$ cat config.mk
export PLATFORM = sky130hd
export DESIGN_NAME = lab3_mem_line_mem_responder
export DESIGN_NICKNAME = d
export VERILOG_FILES = /design/src/rtl/lab3_mem_line_mem_responder.sv
export SDC_FILE = /design/constraint.sdc
export NUM_CORES = 2
export LEC_CHECK = 0
export BUFFER_PORTS_ARGS = -buffer_cell sky130_fd_sc_hd__buf_4
export CORE_MARGIN = 4
export CORE_UTILIZATION = 30
export CTS_CLUSTER_DIAMETER = 40
export CTS_CLUSTER_SIZE = 14
export DETAILED_ROUTE_END_ITERATION = 8
export GPL_ROUTABILITY_DRIVEN = 0
export GPL_TIMING_DRIVEN = 0
export PLACE_DENSITY = 0.57
export SKIP_CTS_REPAIR_TIMING = 1
export SYNTH_ARGS = -nofsm -noshare
export SYNTH_HDL_FRONTEND = slang
export SYNTH_SLANG_ARGS = --single-unit
$ cat constraint.sdc
create_clock -name clk -period 12.2 [get_ports clk]
set_clock_uncertainty 0.2 [all_clocks]
set_input_delay 1.22 -clock clk [delete_from_list [all_inputs] [get_ports clk]]
set_output_delay 1.22 -clock clk [all_outputs]
set_load 0.03 [all_outputs]
$ cat src/rtl/lab3_mem_line_mem_responder.sv
// Line-granular backing memory on the memreq/memresp val/rdy interface.
// Handles one outstanding request and answers it after a fixed number of wait cycles.
module lab3_mem_line_mem_responder #(
    parameter int p_num_lines = 16,
    parameter int p_latency   = 2
) (
    input  logic         clk,
    input  logic         reset,
    input  logic         memreq_val,
    output logic         memreq_rdy,
    input  logic [2:0]   memreq_type,
    input  logic [7:0]   memreq_opaque,
    input  logic [31:0]  memreq_addr,
    input  logic [127:0] memreq_data,
    output logic         memresp_val,
    input  logic         memresp_rdy,
    output logic [2:0]   memresp_type,
    output logic [7:0]   memresp_opaque,
    output logic [127:0] memresp_data
);
    localparam int IW = $clog2(p_num_lines);

    typedef enum logic [1:0] {IDLE, WAIT, RESP} state_t;

    state_t         state, state_next;
    logic [7:0]     cnt;
    logic [127:0]   storage [p_num_lines];
    logic [IW-1:0]  idx;
    logic           accept;
    logic           is_store;
    logic           unused_addr;

    assign idx         = memreq_addr[4 +: IW];
    assign accept      = (state == IDLE) && memreq_val;
    assign is_store    = (memreq_type == 3'd1) || (memreq_type == 3'd2);
    assign unused_addr = ^{memreq_addr[31:4+IW], memreq_addr[3:0]};

    always_ff @(posedge clk) begin
        if (reset) state <= IDLE;
        else       state <= state_next;
    end

    always_comb begin
        state_next  = state;
        memreq_rdy  = 1'b0;
        memresp_val = 1'b0;
        case (state)
            IDLE: begin
                memreq_rdy = 1'b1;
                if (memreq_val) state_next = (p_latency == 0) ? RESP : WAIT;
            end
            WAIT: begin
                if (cnt == 8'd1) state_next = RESP;
            end
            RESP: begin
                memresp_val = 1'b1;
                if (memresp_rdy) state_next = IDLE;
            end
            default: state_next = IDLE;
        endcase
    end

    // Stores commit at acceptance, so a following read of the same line sees the new data.
    always_ff @(posedge clk) begin
        if (reset) begin
            cnt            <= 8'd0;
            memresp_type   <= 3'd0;
            memresp_opaque <= 8'd0;
            memresp_data   <= 128'd0;
            for (int i = 0; i < p_num_lines; i++) storage[i] <= 128'd0;
        end else if (accept) begin
            cnt            <= 8'(p_latency);
            memresp_type   <= memreq_type;
            memresp_opaque <= memreq_opaque;
            if (is_store) begin
                storage[idx] <= memreq_data;
                memresp_data <= 128'd0;
            end else begin
                memresp_data <= storage[idx];
            end
        end else if (state == WAIT) begin
            cnt <= cnt - 8'd1;
        end
    end

`ifndef SYNTHESIS
    a_resp_stable: assert property (@(posedge clk) disable iff (reset)
        (memresp_val && !memresp_rdy) |=> ($stable(memresp_type) && $stable(memresp_opaque)
                                           && $stable(memresp_data)));
    a_type_known: assert property (@(posedge clk) disable iff (reset)
        (state == IDLE && memreq_val) |-> !$isunknown(memreq_type));
`endif

endmodule

==> flow_metrics.py <==
metrics = {
    "power": {
        "irDropWorstVdd_uv": 130,
        "swShare_pct": 25.1,
        "power.leakage_nw": 36.9,
        "switchingPower_mw": 4.35,
        "comb_power_share_pct": 9.4,
        "p_int_mw": 13.0,
        "seq_power_share_pct": 49.5,
        "power.density_nw_per_um2": 153,
        "pwr-share-clk_pct": 41.1,
    },
    "synthesis": {
        "ys_seq_area_share_pct": 67.8,
        "synth_cell_types": 40,
        "ys_warn_count": 0,
        "syn_avg_cell_area_um2": 15.1,
        "synthesis.area_um2": 95100,
        "synthesis.instances": 6301,
        "syn_nets": 6478,
        "synth_seq_cells": 2197,
    },
    "drt": {
        "vias_per_cell": 5.63,
        "drcViolationCount": 0,
        "first_pass_iters": 7,
        "vias": 63600,
        "wl_per_cell_um": 29.9,
        "antenna_left": 0,
        "routed_wl_um": 338000,
        "drt-initial-drc-count": 7718,
    },
    "critical_path": {
        "path_delay_family": "buffers and inverters",
        "crit_top_cell": "buf_12",
        "critPathBufInv": 6,
        "cp_slowest_stage_delay_ns": 0.98,
        "start_kind": "input port",
        "crit_path_end_kind": "register",
        "crit_path_max_fanout": 22,
        "cp_cell_sequence": "buf_4 > xor2_1 > nand4b_1 > clkbuf_1 > o21ai_4 > buf_12 > buf_12 > buf_16 > buf_12",
        "cp.arrival_ns": 5.74,
        "cpMaxStageDelayCell": "nand4b_1",
        "crit_required_ns": 12.57,
        "worstSetupPathType": "input port to register",
    },
    "timing": {
        "finalHoldViolations": 0,
        "tns_ns": 0,
        "slew_violations": 21,
        "maxSlewHeadroom_pct": -2.31,
        "fin_crit_sh_pct": 44.0,
        "fmax_mhz": 186,
        "rsz0062_at_grt": "no",
        "finalSetupViolations": 0,
        "layout_min_cycle_time_ns": 5.37,
        "worst_pin_slew_ns": 1.53,
    },
    "cts": {
        "cts.clk_slew.worst_paths_ns": 0.06,
        "ctsLongestPathBuffers": 4,
        "clk_latency_ns": 0.89,
        "cts_tree": "built",
        "cts_made_buffers": 234,
        "cts_root_buf": "clkbuf_16",
        "clock_sinks": 2197,
        "htree_num_levels": 4,
    },
    "finish": {
        "drive_above_1_share_pct": 20.7,
        "nets": 7120,
        "final_cell_mix": "2,048 x nor3_1, 2,048 x edfxtp_1, 663 x clkbuf_1",
        "instances_no_fill": 11300,
        "fillers": 29900,
        "area_growth_syn_to_layout_pct": 18.8,
    },
    "job": {
        "drv_cap": 2,
    },
    "floorplanning": {
        "die_x_um": 571,
        "die_area_um2": 326000,
        "coreArea_um2": 315000,
        "die_y_um": 571,
        "io_pins": 316,
        "rows": 206,
        "start_util_pct": 30.2,
    },
    "global_route": {
        "grt_use_total_pct": 20.2,
        "grt_overflow": 0,
        "grt_pass1_vias": 64700,
        "grt_max_degree": 28,
        "grt_first_pass_wirelength_um": 477000,
        "grt_antenna_before_repair": 19,
    },
    "placement": {
        "dp.cells": 10900,
        "io_buffers": 285,
        "hpwl_um": 246000,
    },
    "run_status": {
        "status": "complete, but fails checks",
        "violations": "capacitance limit, slew limit",
    },
    "min_path": {
        "min_path_type": "register to register",
    },
}
[synth_stat cells]
library cell	n	area share [%]
a2111o_1	2	0.024
a211oi_1	1	0.0079
a21oi_1	17	0.089
buf_1	31	0.12
buf_2	83	0.44
buf_4	2	0.016
buf_6	14	0.17
clkbuf_1	661	2.6
clkinv_1	1	0.0039
dfxtp_1	149	3.1
edfxtp_1	2048	65
ha_1	2	0.026
inv_1	133	0.52
mux2_2	1	0.012
mux2i_1	256	2.7
mux4_2	512	12
nand2_1	25	0.099
nand2b_1	3	0.020
nand3_1	128	0.67
nand3b_1	1	0.0079
nand4_1	1	0.0066
nand4b_1	6	0.055
nor2_1	3	0.012
nor2b_1	4	0.026
nor3_1	2048	11
nor3b_1	1	0.0079
nor4b_4	1	0.025
o211a_1	1	0.011
o21ai_0	18	0.095
o221ai_1	96	0.88
o221ai_2	32	0.51
o31ai_1	3	0.024
o41ai_1	1	0.0092
or2_2	4	0.026
or3_1	2	0.013
or3b_1	1	0.0092
or3b_2	1	0.0092
or4_1	5	0.039
xnor2_1	1	0.0092
xor2_1	2	0.018
[registers in the layout, indices dropped and copies added, names as in the netlist]
name,count
cnt,8
memresp_data,128
memresp_opaque,8
memresp_type,3
state,2
storage,2048
[worst paths after layout]
check | from | endpoint | slack [ns] | depth (start not counted)
setup reg to reg | state[1] | storage[3][97] | 7.16 | 9
hold reg to reg | memresp_opaque[1] | memresp_opaque[1] | 0.27 | 2
hold / removal | memresp_opaque[1] | memresp_opaque[1] | 0.27 | 2
setup / recovery | memreq_type[0] | storage[5][91] | 6.83 | 9
[final cells by class]
class                           instances  area (µm²)  area share, %
Inverter                              134         503          0.445
Buffer                                791        3230           2.86
Clock buffer                          278        6100           5.40
Sequential cell                      2197       64500           57.1
Antenna cell                           27        67.6         0.0598
Tap cell                             4160        5200           4.61
Clock inverter                        141        1440           1.28
Timing Repair Buffer                  406        4850           4.29
Multi-Input combinational cell       3179       27100           24.0
[metal layers]
layer	share of wire [%]	vias up	global-route usage, %
met5	0.052	-	0.0441
met4	4.4	14	8.62
met3	11	618	5.57
met2	46	3596	31.0
met1	39	33100	26.9
li1	-	26300	-
[cells by family after synthesis]
family	Yosys count	share of synthesized area, %
fa+ha+maj	2	0.0263
buf+inv	925	3.88
mux	769	14.8
flops	2197	67.8
compound gates	171	1.65
xor+xnor	3	0.0276
simple gates	2234	11.8
[metrics by stage]
stage / hold WS [ns] / setup slack [ns] / utilization, % / cell area, µm² / power [mW]
global route: 0.274 / 6.89 / 35.8 / 113000 / 17.8
floorplan: 0.252 / -0.0536 / - / 95100 / 9.68
global placement: 0.258 / -11.30 / 32.5 / 102000 / 10.5
detailed placement: 0.255 / 6.07 / 33.4 / 105000 / 10.4
finish: 0.266 / 6.83 / 35.9 / 113000 / 17.3
CTS: 0.263 / 6.99 / 35.8 / 113000 / 17.4
[power by group through the flow]
stage                     sequential, mW  clock, mW  combinational, mW
final                               8.57       7.12               1.63
after global routing                8.59       7.48               1.71
after CTS                           8.57       7.17               1.63
after detailed placement            8.74          0               1.63
after global placement              8.95          0               1.51
after floorplan                     8.88          0              0.797
[tightest hold or removal path, cell delays in order (launching register included)]
cell,delay (ns)
dfxtp_1,0.31
nand2_1,0.05
a21oi_1,0.06
Note: power is estimated with default switching activity, not from simulation.
